===== src/rtl/apple_pkg.sv =====
// Shared types and constants for the apple generator / consumer pair.
package apple_pkg;

  typedef enum logic [1:0] {
    StIdle,
    StArmed,
    StEaten,
    StRespawn
  } apple_state_e;

  localparam int unsigned APPLE_SIZE     = 15;
  localparam int unsigned APPLE_V_OFFSET = 60;
  localparam int unsigned APPLE_H_OFFSET = 170;
  localparam int unsigned HEAD_SIZE_DEF  = 15;

  localparam logic [7:0] BCD_MAX = 8'h99;

  // Two-digit BCD increment that sticks at BCD_MAX.
  function automatic logic [7:0] bcd_inc_sat(input logic [7:0] v);
    logic [7:0] r;
    if (v == BCD_MAX) begin
      r = v;
    end else if (v[3:0] == 4'd9) begin
      r = {v[7:4] + 4'd1, 4'd0};
    end else begin
      r = {v[7:4], v[3:0] + 4'd1};
    end
    return r;
  endfunction

endpackage


===== src/rtl/apple_box_overlap.sv =====
// Axis-aligned box overlap test; touching edges count as overlap.
module apple_box_overlap #(
  parameter int unsigned W = 11
) (
  input  logic [W-1:0] a_l_i,
  input  logic [W-1:0] a_r_i,
  input  logic [W-1:0] a_t_i,
  input  logic [W-1:0] a_b_i,
  input  logic [W-1:0] b_l_i,
  input  logic [W-1:0] b_r_i,
  input  logic [W-1:0] b_t_i,
  input  logic [W-1:0] b_b_i,
  output logic         hit_o
);

  always_comb begin
    hit_o = (a_l_i <= b_r_i) && (a_r_i >= b_l_i) &&
            (a_t_i <= b_b_i) && (a_b_i >= b_t_i);
  end

endmodule


===== src/rtl/apple_eat_ctrl.sv =====
// Apple consumer: detects the head eating the apple, clears it for a while,
// relatches the placement value and keeps a saturating two-digit BCD score.
module apple_eat_ctrl
  import apple_pkg::*;
#(
  parameter int unsigned HEAD_SIZE     = HEAD_SIZE_DEF,
  parameter int unsigned RESPAWN_TICKS = 2,
  parameter logic [7:0]  RAND_SEED     = 8'd10
) (
  input  logic       clk_1hz,
  input  logic       rst,
  input  logic       start,
  input  logic [7:0] rand_in,
  input  logic [9:0] Hl,
  input  logic [9:0] Hr,
  input  logic [9:0] Vu,
  input  logic [9:0] Vd,
  input  logic [9:0] head_x,
  input  logic [9:0] head_y,
  output logic       refle,
  output logic [7:0] rand_out,
  output logic       eat_pulse,
  output logic [7:0] score_bcd
);

  // Counter only ever holds RESPAWN_TICKS-1 down to 0.
  localparam int unsigned CntW = (RESPAWN_TICKS > 2) ? $clog2(RESPAWN_TICKS) : 1;

  apple_state_e    state_q, state_d;
  logic [CntW-1:0] cnt_q, cnt_d;
  logic            refle_q, refle_d;
  logic            eat_q, eat_d;
  logic [7:0]      score_q, score_d;
  logic [7:0]      rand_q, rand_d;

  logic [10:0] head_r, head_b;
  logic        box_hit;
  logic        apple_valid;
  logic        hit;

  // Widen to 11 bits so head_x + HEAD_SIZE cannot wrap.
  always_comb begin
    head_r = {1'b0, head_x} + 11'(HEAD_SIZE);
    head_b = {1'b0, head_y} + 11'(HEAD_SIZE);
  end

  apple_box_overlap #(
    .W (11)
  ) u_overlap (
    .a_l_i ({1'b0, head_x}),
    .a_r_i (head_r),
    .a_t_i ({1'b0, head_y}),
    .a_b_i (head_b),
    .b_l_i ({1'b0, Hl}),
    .b_r_i ({1'b0, Hr}),
    .b_t_i ({1'b0, Vu}),
    .b_b_i ({1'b0, Vd}),
    .hit_o (box_hit)
  );

  assign apple_valid = (Hr != 10'd0);
  assign hit         = apple_valid && box_hit;

  always_ff @(posedge clk_1hz) begin
    if (rst) begin
      state_q <= StIdle;
      cnt_q   <= '0;
      refle_q <= 1'b0;
      eat_q   <= 1'b0;
      score_q <= 8'h00;
      rand_q  <= RAND_SEED;
    end else begin
      state_q <= state_d;
      cnt_q   <= cnt_d;
      refle_q <= refle_d;
      eat_q   <= eat_d;
      score_q <= score_d;
      rand_q  <= rand_d;
    end
  end

  always_comb begin
    state_d = state_q;
    if (!start) begin
      state_d = StIdle;
    end else begin
      unique case (state_q)
        StIdle:    state_d = StArmed;
        StArmed:   if (hit) state_d = StEaten;
        StEaten:   state_d = (RESPAWN_TICKS == 0) ? StArmed : StRespawn;
        StRespawn: if (cnt_q == '0) state_d = StArmed;
        default:   state_d = StIdle;
      endcase
    end
  end

  always_comb begin
    cnt_d   = cnt_q;
    refle_d = refle_q;
    eat_d   = 1'b0;
    score_d = score_q;
    rand_d  = rand_q;
    if (!start) begin
      // Dropping start wins over a simultaneous hit; score and rand are held.
      refle_d = 1'b0;
      cnt_d   = '0;
    end else begin
      unique case (state_q)
        StIdle: begin
          refle_d = 1'b0;
          rand_d  = rand_in;
        end
        StArmed: begin
          refle_d = 1'b0;
          if (hit) begin
            refle_d = 1'b1;
            eat_d   = 1'b1;
            rand_d  = rand_in;
            score_d = bcd_inc_sat(score_q);
          end
        end
        StEaten: begin
          if (RESPAWN_TICKS == 0) begin
            refle_d = 1'b0;
          end else begin
            cnt_d = CntW'(RESPAWN_TICKS - 1);
          end
        end
        StRespawn: begin
          if (cnt_q == '0) begin
            refle_d = 1'b0;
          end else begin
            cnt_d = cnt_q - 1'b1;
          end
        end
        default: refle_d = 1'b0;
      endcase
    end
  end

  assign refle     = refle_q;
  assign eat_pulse = eat_q;
  assign score_bcd = score_q;
  assign rand_out  = rand_q;

endmodule


===== config.mk =====
export PLATFORM = sky130hd
export DESIGN_NAME = apple_eat_ctrl
export DESIGN_NICKNAME = d
export VERILOG_FILES = /design/src/rtl/apple_pkg.sv /design/src/rtl/apple_box_overlap.sv /design/src/rtl/apple_eat_ctrl.sv
export SDC_FILE = /design/constraint.sdc
export NUM_CORES = 1
export LEC_CHECK = 0
export CAP_MARGIN = 40
export CORE_ASPECT_RATIO = 0.75
export CORE_MARGIN = 1.5
export CORE_UTILIZATION = 47
export CTS_BUF_LIST = sky130_fd_sc_hd__clkbuf_8
export CTS_CLUSTER_DIAMETER = 60
export CTS_CLUSTER_SIZE = 8
export DETAILED_ROUTE_END_ITERATION = 8
export GPL_ROUTABILITY_DRIVEN = 0
export HOLD_SLACK_MARGIN = 0.06
export PLACE_DENSITY_LB_ADDON = 0.2
export SLEW_MARGIN = 20
export SYNTH_ARGS = -nofsm -noshare
export SYNTH_HDL_FRONTEND = slang
export SYNTH_SLANG_ARGS = --single-unit

===== constraint.sdc =====
create_clock -name clk_1hz -period 3.3 [get_ports clk_1hz]
set_input_delay 0.33 -clock clk_1hz [delete_from_list [all_inputs] [get_ports clk_1hz]]
set_output_delay 0.33 -clock clk_1hz [all_outputs]
set_load 0.02 [all_outputs]

Word-level counts from Yosys, hierarchy flattened
Cells that the tools add are included.
{"block": "classes", "addsub": 5, "n_lt_le_gt_ge": 4, "eq_ne": 7, "muxes": 11, "bitwise": 3, "reduce_logical": 16}
{"cell": "10-bit by 4-bit adder with 11-bit output, second input constant", "n": 2}
{"cell": "11-bit by 10-bit greater-or-equal comparator with 1-bit output", "n": 2}
{"cell": "10-bit <= comparator", "n": 2}
{"cell": "8-bit one-hot mux with 2 select lines", "n": 1}
{"cell": "10-bit nonzero test", "n": 1}
{"cell": "4-bit by 1-bit adder with 4-bit output, second input constant", "n": 2}
{"cell": "8-bit == test, second input constant", "n": 1}
{"cell": "8-bit 2-to-1 mux", "n": 1}
{"cell": "2-bit one-hot mux with 4 select lines", "n": 1}
{"cell": "5-bit AND reduction", "n": 1}
{"cell": "2-bit == test, second input constant", "n": 2}
{"cell": "4-bit == test, second input constant", "n": 1}
{"cell": "1-bit logical AND", "n": 4}
{"cell": "2-bit 2-to-1 mux", "n": 2}
{"cell": "4-bit 2-to-1 mux", "n": 1}
{"cell": "2-bit != test, second input constant", "n": 2}
{"cell": "2-bit AND reduction", "n": 2}
{"cell": "4-bit AND reduction", "n": 1}
{"cell": "2-bit nonzero test", "n": 2}
{"cell": "1-bit 2-to-1 mux", "n": 3}
{"cell": "1-bit NOT", "n": 3}
{"cell": "1-bit one-hot mux with 3 select lines", "n": 1}
{"cell": "3-bit AND reduction", "n": 1}
{"cell": "3-bit nonzero test", "n": 1}
{"cell": "other kinds (6)", "n": 6}
{"block": "word_totals", "ff_bits": 21, "out_inout_bits": 18, "wordCells": 53}

Longest topological paths before layout
Gate-level depths: netlist of run 1.
{"block": "depth", "word_depth": 8, "mapped_depth": 14}

Hierarchy
A second synthesis of run 1 with hierarchy kept.
{"block": "hier_totals", "hier_cells": 330, "hier_area_um2": 2600.0}
{"mod": "apple_eat_ctrl", "instances": 1, "cells_per_inst": 179, "area_each_um2": 1473.9, "seq_area_each_um2": 420.4}
{"mod": "apple_box_overlap", "instances": 1, "cells_per_inst": 151, "area_each_um2": 1126.1, "seq_area_each_um2": 0.0}

Worst setup path after synthesis of run 1
Ideal clock, no wire load.
{"block": "synth_path", "path_type": "input -> register", "from": "input head_y[1]", "to": "register score_q[2] (netlist: score_bcd[2])", "arrival_time_ns": 2.652, "required_ns": 3.230, "slack_ns": 0.578, "stages": 10, "path_buffers": 0, "cell_sequence": "o41ai_1 -> xnor2_1 -> ha_1 -> and3_1 -> a221o_1 -> a31oi_1 -> o21ai_1 -> nand4_4 -> or4_1 -> a21oi_1"}
{"block": "synth_between", "elab_chain_len": 5, "word_cells_on_any_way": 7, "classes_between": "add/sub (1); order compare (2); reduce/logical (4)"}
{"element": "start, declared", "line": "apple_eat_ctrl.sv:19", "text": "input logic [9:0] head_y,"}
{"element": "10-bit by 4-bit adder with 11-bit output or 10-bit <= comparator (tied branches)", "line": "apple_eat_ctrl.sv:44, apple_box_overlap.sv:18"}
{"element": "11-bit by 10-bit greater-or-equal comparator with 1-bit output or 1-bit logical AND (tied branches)", "line": "apple_box_overlap.sv:18, apple_box_overlap.sv:17"}
{"element": "1-bit logical AND *", "line": "apple_box_overlap.sv:18", "text": "(a_t_i <= b_b_i) && (a_b_i >= b_t_i);"}
{"element": "1-bit logical AND *", "line": "apple_eat_ctrl.sv:62", "text": "assign hit = apple_valid && box_hit;"}
{"element": "4-bit AND reduction (no line) *"}
{"element": "end signal, assigned", "line": "apple_eat_ctrl.sv:77", "text": "score_q <= score_d;"}
{"element": "end, declared", "line": "apple_eat_ctrl.sv:33", "text": "logic [7:0] score_q, score_d;"}
Every way passes the cells marked *; elsewhere a longest branch is shown, timed or not.
A chain may end at the register's enable or synchronous reset.

Worst setup path after layout of run 1
{"block": "layout_path", "from": "input head_y[1]", "to": "register score_q[3] (netlist: score_bcd[3])"}
Same word-level chain as after synthesis.

==> impl_metrics.ini, run 1 <==
[run_status]
outcome = finished clean

[placed_design]
dp_hpwl_um = 4960
portBuffers = 88
placed_cell_area_sq_um = 3490
post-place-cells = 466

[worst_hold_path]
min_path_type = register to register
min_from = rand_out[6]

[synthesis]
async_flop_share_pct = 0
synth_compound_area_share_pct = 18.5
yosys.area_share.simple_pct = 20.5
synth_top_family_by_area = adder cells
synth.distinct_cells = 51
synth_top_area_cell = ha_1
synth_nets = 426
netlist.area_leader.share_pct = 25.7
yosys-top-cells-area = ha_1 (26%), dfxtp_1 (17%), inv_1 (7.5%)
ys_warn_count = 0
synthAdderAreaFrac_pct = 25.7
avgSynthCellArea_sq_um = 7.99
synth.mux.area_fraction_pct = 3.75
synthFlopType = dfxtp_1
syn_inst = 305
synth_xor_area_share_pct = 5.39
synth_edf_count = 0
yosysSeqAreaShare_pct = 17.2
synth-seq-cells = 21
netlist_area_sq_um = 2440

[route]
dr.pass1.iters = 5
first_iter_violations = 111
drt_wl_total_um = 5970
vias_per_cell = 5.30
wl_per_cell_um = 12.7
antenna_left = 0
drc = 0
vias = 2494

[pwr]
p_per_area_nw_per_um2 = 230
peakVddDrop_v = 0.000134
p_leak_uw = 0.00163

[sta]
setup_violations = 0
min_period_over_period_pct = 95.9
relSlewSlack_pct = 68.7
finalHoldWorstSlack_ns = 0.459
finalHoldViolCount = 0
drv_slew = 0
fmax_mhz = 316
tightestPinTransition_ns = 0.467
timing.setup.tns_ns = 0
final.min_clock_period_ns = 3.16
finClkSkew_ns = 0.00653
rsz0062_at_grt = no

[cts]
clkSlewWorstSetupHoldPaths_ns = 0.08
clock_sinks = 21
hold_buffers = 0
clock_latency_ns = 0.26
cts_buffer_depth = 2
cts_buffers = 3
htree_num_levels = 1
root_buffer = clkbuf_8
cts_tree = yes

[critical_path]
critPathArrivalTime_ns = 3.33
worstSetupPathType = input port to register
cp_max_fo = 7
startpoint = head_y[1]
cp-end-kind = register
critPathRequiredTime_ns = 3.46
r2r_start = score_bcd[5]
start_kind = input port

[global_route]
grt_max_degree = 18
antenna_found_initial = 0
grt_pass1_wl_um = 9740
grt_usage_pct = 20.9
overflow = 0
grt_pass1_vias = 2273

[finish]
antennaDiodeCount = 0
post_route_cells_drive_above_1_share_pct = 8.52
design_area_sq_um = 3550
area_growth_pct = 45.8
final_nets = 533
instances_no_fill = 471
final_util_pct = 71.7

[die]
ios = 89
core-area_sq_um = 4950
die_y_um = 65.4
num_rows = 22
die-area_sq_um = 5630
die_w_um = 86.2
start_util_pct = 49.2

[job]
cap_violations = 0
==> critical path, stage by stage <==
cell and delay (ns):
clkdlybuf4s50_1 0.47, o41ai_1 0.43, buf_4 0.20, xnor2_1 0.11
ha_1 0.26, a21o_1 0.19, a221o_1 0.34, a31oi_1 0.21
o21ai_2 0.15, nand4_2 0.20, buf_4 0.15, nor3_2 0.04
o221a_1 0.25
==> final timing paths <==
kind	end	slack, ns	cells after the start
setup / recovery	score_bcd[3]	0.14	13
hold / removal	rand_out[6]	0.46	2
setup reg to reg	score_bcd[6]	1.42	8
hold reg to reg	rand_out[6]	0.46	2
==> cell usage after synthesis, types with 3 or more instances <==
| cell type | count |
|---|---|
| o41ai_1 | 3 |
| nor2b_1 | 6 |
| o21ai_0 | 12 |
| clkbuf_1 | 3 |
| mux2i_1 | 8 |
| dfxtp_1 | 21 |
| a21oi_1 | 11 |
| nand3_1 | 7 |
| o211ai_1 | 3 |
| o21a_1 | 3 |
| a211oi_1 | 4 |
| nand4_1 | 7 |
| nor2_1 | 15 |
| ha_1 | 50 |
| and4_1 | 3 |
| nor3_1 | 5 |
| a21o_1 | 4 |
| xor2_1 | 7 |
| xnor2_1 | 8 |
| nand2_1 | 33 |
| inv_1 | 49 |
| o31ai_1 | 5 |
| or4_1 | 4 |
==> metal layers <==
metal / GRT usage, % / wire [um] / part of all wire [%] / vias up
met1: 29.2 / 2910 / 49 / 1121
met5: 0 / 0 / 0 / -
li1: - / - / - / 1294
met3: 3.52 / 355 / 5.9 / 0
met2: 35.1 / 2710 / 45 / 79
met4: 1.81 / 0 / 0 / 0
==> registers in the layout (all words and copies together) (netlist names) <==
register	flops
refle	1
cnt_q	1
eat_pulse	1
score_bcd	8
state_q	2
rand_out	8
==> area by class of cell <==
| cell class | count | area, sq um |
|---|---|---|
| Clock buffer | 3 | 41.3 |
| Timing Repair Buffer | 105 | 1010 |
| Fill cell | 406 | 1400 |
| Multi-Input combinational cell | 231 | 1820 |
| Clock inverter | 1 | 3.75 |
| Inverter | 50 | 188 |
| Tap cell | 60 | 75.1 |
| Sequential cell | 21 | 420 |
==> stage by stage <==
| step | total power [uW] | worst slack, ns |
|---|---|---|
| 2_1_floorplan | 471 | 0.578 |
| 3_3_place_gp | 632 | -0.0608 |
| 3_5_place_dp | 642 | -0.181 |
| 4_1_cts | 813 | 0.0855 |
| 5_1_grt | 873 | 0.00509 |
| 6_report | 818 | 0.136 |
==> report_power, final <==
group	switching, uW	internal [uW]	total [uW]
clock	87.5	83.1	171
sequential	6.85	264	271
combinational	176	201	377
total	270	547	818
==> logic make-up after synthesis <==
| kind of cell | count (synthesis) |
|---|---|
| AND/OR/NAND/NOR | 93 |
| flip-flops | 21 |
| adder cells (fa/ha/maj) | 50 |
| buffers and inverters | 54 |
| multiplexers | 9 |
| XOR/XNOR | 15 |
| AO/OA/AOI/OAI | 63 |
==> placed cells by master (no fill, tap or decap), drive strengths merged, types with 2 or more instances in the layout <==
cell type and instances:
ha 50, nand3 7, inv 50, xor2 7, o21a 3, nand2b 2
clkdlybuf4s50 88, nor2 15, o41ai 3, a221oi 2, o31ai 6, nor2b 6
clkbuf 3, o211ai 4, nor3 6, a211oi 4, o21ai 15, or2 2
or3 2, o311ai 2, a21o 4, a21oi 12, or4 5, xnor2 8
nand4 9, dfxtp 21, and3 2, buf 17, nand2 33, and4 3
mux2i 8
==> what timing repair did <==
item | in CTS | in global routing
buffers inserted | 0 | 0
resized for setup | 0 | 2
setup endpoints to repair | 0 | 16
endpoints found under the hold margin | 0 | 0
Power figures use the tool's default switching activity.
==> run 2, diff against run 1 <==
--- a/config.mk
+++ b/config.mk
@@ -7,7 +7,6 @@
 export LEC_CHECK = 0
 export CAP_MARGIN = 40
 export CORE_ASPECT_RATIO = 0.75
-export CORE_MARGIN = 1.5
 export CORE_UTILIZATION = 47
 export CTS_BUF_LIST = sky130_fd_sc_hd__clkbuf_8
 export CTS_CLUSTER_DIAMETER = 60
==> run 2 against run 1 <==
  * Via count is 0.40% higher
  * Hold slack better by 0.0020 ns
  * Critical path type unchanged
  * Die area is 2.7% lower
  * Largest cell class unchanged
==> impl_metrics.ini, run 2 (synthesis results as in run 1) <==
[run_status]
outcome = finished clean

[global_route]
grt_pass1_vias = 2363
grt_usage_pct = 21.8
grt_pass1_wl_um = 9890
grt_max_degree = 18
overflow = 0
antenna_found_initial = 0

[route]
vias = 2504
drt_wl_total_um = 6110
antenna_left = 0
dr.pass1.iters = 4
drc = 0
vias_per_cell = 5.26
first_iter_violations = 128
wl_per_cell_um = 12.8

[finish]
area_growth_pct = 47.4
layout_common_cells = clkdlybuf4s50_1 (88), ha_1 (50), inv_1 (49)
multi_input_area_sq_um = 1820
regArea_sq_um = 420
post_route_cells_drive_above_1_share_pct = 9.86
final_util_pct = 72.9
final_common_cell = clkdlybuf4s50_1
design_area_sq_um = 3590
antennaDiodeCount = 0
fillers = 405
final_nets = 538
instances_no_fill = 476

[critical_path]
cp_max_fo = 4
critPathRequiredTime_ns = 3.44
critPathArrivalTime_ns = 3.26
cp-end-kind = register
start_kind = input port
worstSetupPathType = input port to register

[sta]
finClkSkew_ns = 0.00671
tightestPinTransition_ns = 0.510
min_period_over_period_pct = 94.3
relSlewSlack_pct = 65.9
drv_slew = 0
final.min_clock_period_ns = 3.11
finalHoldWorstSlack_ns = 0.462
rsz0062_at_grt = no
fmax_mhz = 321
setup_violations = 0
finalHoldViolCount = 0

[cts]
clock_sinks = 21
cts_buffer_depth = 2
cts_buffers = 3
htree_num_levels = 1
root_buffer = clkbuf_8
clock_latency_ns = 0.26
clkSlewWorstSetupHoldPaths_ns = 0.08
cts_tree = yes

[pwr]
peakVddDrop_v = 0.000126
p_per_area_nw_per_um2 = 230
p_leak_uw = 0.00165

[die]
die-area_sq_um = 5480
ios = 89
num_rows = 22
die_y_um = 64.4
core-area_sq_um = 4930
die_w_um = 85.2
start_util_pct = 49.5

[placed_design]
placed_cell_area_sq_um = 3520
post-place-cells = 470
dp_hpwl_um = 5050
portBuffers = 88

[worst_hold_path]
min_path_type = register to register

[job]
cap_violations = 0
## run 2: changes by cell type in the layout (fill, tap and decap cells not counted), sizes merged
cell,change
buf,+5
inv,-1
clkinv,+1
## run 2: cell type report
| cell class | instances | area share (%) |
|---|---|---|
| Sequential cell | 21 | 11.7 |
| Timing Repair Buffer | 110 | 29.1 |
| Clock inverter | 1 | 0.139 |
| Multi-Input combinational cell | 231 | 50.6 |
| Tap cell | 60 | 2.09 |
| Inverter | 50 | 5.22 |
| Clock buffer | 3 | 1.15 |
## run 2: stage by stage
| stage | setup WS (ns) | total power [uW] | setup TNS [ns] |
|---|---|---|---|
| after global routing | 0.000716 | 876 | 0 |
| final | 0.187 | 827 | 0 |
| after CTS | 0.103 | 816 | 0 |
| after detailed placement | -0.140 | 649 | -1.38 |
| after global placement | -0.0460 | 637 | -0.0679 |
| after floorplan | 0.578 | 471 | 0 |
## run 2: report_power, final
group	total, uW	switching [uW]	leakage, uW	internal, uW
Combinational	385	178	0.00145	207
Sequential	271	6.92	0.000171	264
Clock	171	87.1	0.0000255	84.2
Total	827	272	0.00165	555
## run 2: worst paths after layout
| kind | startpoint | endpoint | slack, ns | depth (start not counted) |
|---|---|---|---|---|
| max | head_y[0] | state_q[0] | 0.19 | 14 |
| min | rand_out[4] | rand_out[4] | 0.46 | 2 |
| max reg2reg | score_bcd[5] | score_bcd[4] | 1.31 | 8 |
| min reg2reg | rand_out[4] | rand_out[4] | 0.46 | 2 |
## run 2: what timing repair did
| item | CTS | global route |
|---|---|---|
| hold endpoints to repair | 0 | 0 |
| buffers inserted | 0 | 1 |
| gates resized for setup | 0 | 2 |
| endpoints found under the setup margin | 0 | 16 |
| hold buffers | 0 | 0 |
## run 2: worst max-delay path, stage by stage
cell	delay, ns
clkdlybuf4s50_1	0.47
inv_1	0.06
ha_1	0.21
a21boi_2	0.16
buf_4	0.14
nand4_1	0.10
xnor2_1	0.15
ha_1	0.30
a21o_1	0.18
a221oi_1	0.36
o21ai_2	0.18
a41oi_1	0.36
or4_1	0.18
nand2_1	0.07
## run 2: per-layer routing
layer	share of wire (%)	GRT usage [%]	wire (um)	vias to the layer above
met4	0.72	3.18	44	0
met2	45	38.5	2770	80
met1	49	28.4	2970	1112
met3	5.3	3.62	321	6
met5	0	0	0	-
li1	-	-	-	1306
==> run 3, diff against run 2 <==
--- a/config.mk
+++ b/config.mk
@@ -6,7 +6,6 @@
 export NUM_CORES = 1
 export LEC_CHECK = 0
 export CAP_MARGIN = 40
-export CORE_ASPECT_RATIO = 0.75
 export CORE_UTILIZATION = 47
 export CTS_BUF_LIST = sky130_fd_sc_hd__clkbuf_8
 export CTS_CLUSTER_DIAMETER = 60
==> constraint.sdc (replaced) <==
create_clock -name clk_1hz -period 3.1 [get_ports clk_1hz]
set_input_delay 0.31 -clock clk_1hz [delete_from_list [all_inputs] [get_ports clk_1hz]]
set_output_delay 0.31 -clock clk_1hz [all_outputs]
set_load 0.02 [all_outputs]
==> run 3 against run 2 <==
  * Die area hardly changed
  * Core utilization is 4.8 points higher
  * Global-route usage is 0.84 points higher
  * Sequential power is 6% higher
  * First-iteration DRC count is 39% lower
  * Worst setup slack worse by 0.077 ns
  * Hold slack worse by 0.0033 ns
  * Clock power hardly changed
  * Clock-buffer cell count stayed put
  * Largest cell class unchanged
==> impl_metrics.ini, run 3 (synthesis results as in run 1) <==
[finish]
regArea_sq_um = 420
fillers = 357
antennaDiodeCount = 0
post_route_cells_drive_above_1_share_pct = 14.6
multi_input_area_sq_um = 1900
layout_common_cells = clkdlybuf4s50_1 (84), ha_1 (48), inv_1 (47)
final_nets = 546
final_common_cell = clkdlybuf4s50_1
area_growth_pct = 54.7

[die]
start_util_pct = 50.3
die_w_um = 74.0
die_y_um = 74.0
ios = 89
num_rows = 25
die-area_sq_um = 5480
core-area_sq_um = 4850

[critical_path]
cpLargestDelayFamily = simple AND/OR/NAND/NOR gates
crit_chain = clkdlybuf4s50_1, nor2_1, a21boi_2, nand2_1, xnor2_1, ha_1, and3_4, a221o_1, a31oi_2, o21ai_2, nand4_4, or4_1, a21oi_1
path_buf_inv = 1
worstSetupPathType = input port to register
cp_max_fo = 8
cp_slowest_cell = or4_1
cpPeakStageDelay_ns = 0.57
cp-end-kind = register
start_kind = input port
critPathRequiredTime_ns = 3.29
critPathArrivalTime_ns = 3.18

[route]
wl_per_cell_um = 12.6
drc = 0
vias = 2562
dr.pass1.iters = 4
antenna_left = 0
vias_per_cell = 5.22
first_iter_violations = 78
drt_wl_total_um = 6210

[sta]
final.min_clock_period_ns = 2.99
tightestPinTransition_ns = 0.528
setup_violations = 0
timing.setup.tns_ns = 0
min_period_over_period_pct = 96.4
finalHoldViolCount = 0
fmax_mhz = 334
relSlewSlack_pct = 64.6
finClkSkew_ns = 0.00127
setup_slack_ns = 0.110
drv_slew = 0

[global_route]
antenna_found_initial = 0
grt_pass1_vias = 2423
grt_max_degree = 18
overflow = 0
grt_usage_pct = 22.6
grt_pass1_wl_um = 10000

[cts]
clock_latency_ns = 0.25
cts_buffers = 3
clock_sinks = 21
root_buffer = clkbuf_8
clkSlewWorstSetupHoldPaths_ns = 0.07
cts_tree = yes
cts_buffer_depth = 2
htree_num_levels = 1

[placed_design]
dp_hpwl_um = 5000
dp_slack_ns = -0.350
portBuffers = 88

[pwr]
peakVddDrop_v = 0.000201
p_leak_uw = 0.00174
p_per_area_nw_per_um2 = 241

[job]
cap_violations = 0

[run_status]
outcome = finished clean

[worst_hold_path]
min_path_type = register to register
[run 3: timing repair]
action | 4_1_cts | 5_1_grt
setup endpoints to repair | 16 | 19
pin swaps | 3 | 16
hold buffers | 0 | 0
buffers inserted | 1 | 5
resized for setup | 2 | 29
cloned | 1 | 0
[run 3: through the flow]
stage,hold slack [ns],cells,cell area [sq um],total power [uW],util [%]
6_report,0.458,491,3770,907,77.8
5_1_grt,0.480,491,3770,976,77.8
4_1_cts,0.459,486,3620,873,74.7
3_5_place_dp,0.448,480,3550,689,73.2
3_3_place_gp,0.443,480,3550,676,73.2
2_1_floorplan,0.452,305,2440,501,-
[run 3: final timing paths]
check             depth (start not counted)         start           end  slack (ns)
setup reg to reg                          8  score_bcd[5]  score_bcd[6]        1.14
hold / removal                            2   rand_out[0]   rand_out[0]        0.46
setup / recovery                         13     head_y[3]         refle        0.11
hold reg to reg                           2   rand_out[0]   rand_out[0]        0.46
[run 3: cell type report]
class / instances / area share, %
well taps: 67 / 2.22
clock buffers: 3 / 1.10
clock inverters: 1 / 0.0996
repair buffers: 118 / 30.0
multi-input cells: 231 / 50.4
inverters: 50 / 4.98
flip-flops and latches: 21 / 11.2
[run 3: worst register-to-register path, stage by stage, from the launching register on]
cell and delay, ns:
dfxtp_1 0.41, inv_1 0.06, ha_1 0.18, nand2_1 0.08, nor2_1 0.06, nor3_1 0.21, nand4_1 0.30, nor3_2 0.20
mux2_2 0.34
[run 3: routing by layer]
| layer | wire length (um) | share of wire, % | vias up | track usage (%) |
|---|---|---|---|---|
| li1 | - | - | 1323 | - |
| met1 | 2760 | 44 | 1154 | 27.7 |
| met2 | 3100 | 50 | 81 | 41.8 |
| met3 | 320 | 5.2 | 4 | 4.47 |
| met4 | 29 | 0.47 | 0 | 2.99 |
| met5 | 0 | 0 | - | 0 |
[run 3: report_power, final]
part / internal (uW) / switching (uW) / leakage, uW / total [uW]
clock network: 88.1 / 83.7 / 0.0000269 / 172
registers: 281 / 6.86 / 0.000171 / 288
logic: 243 / 205 / 0.00154 / 448
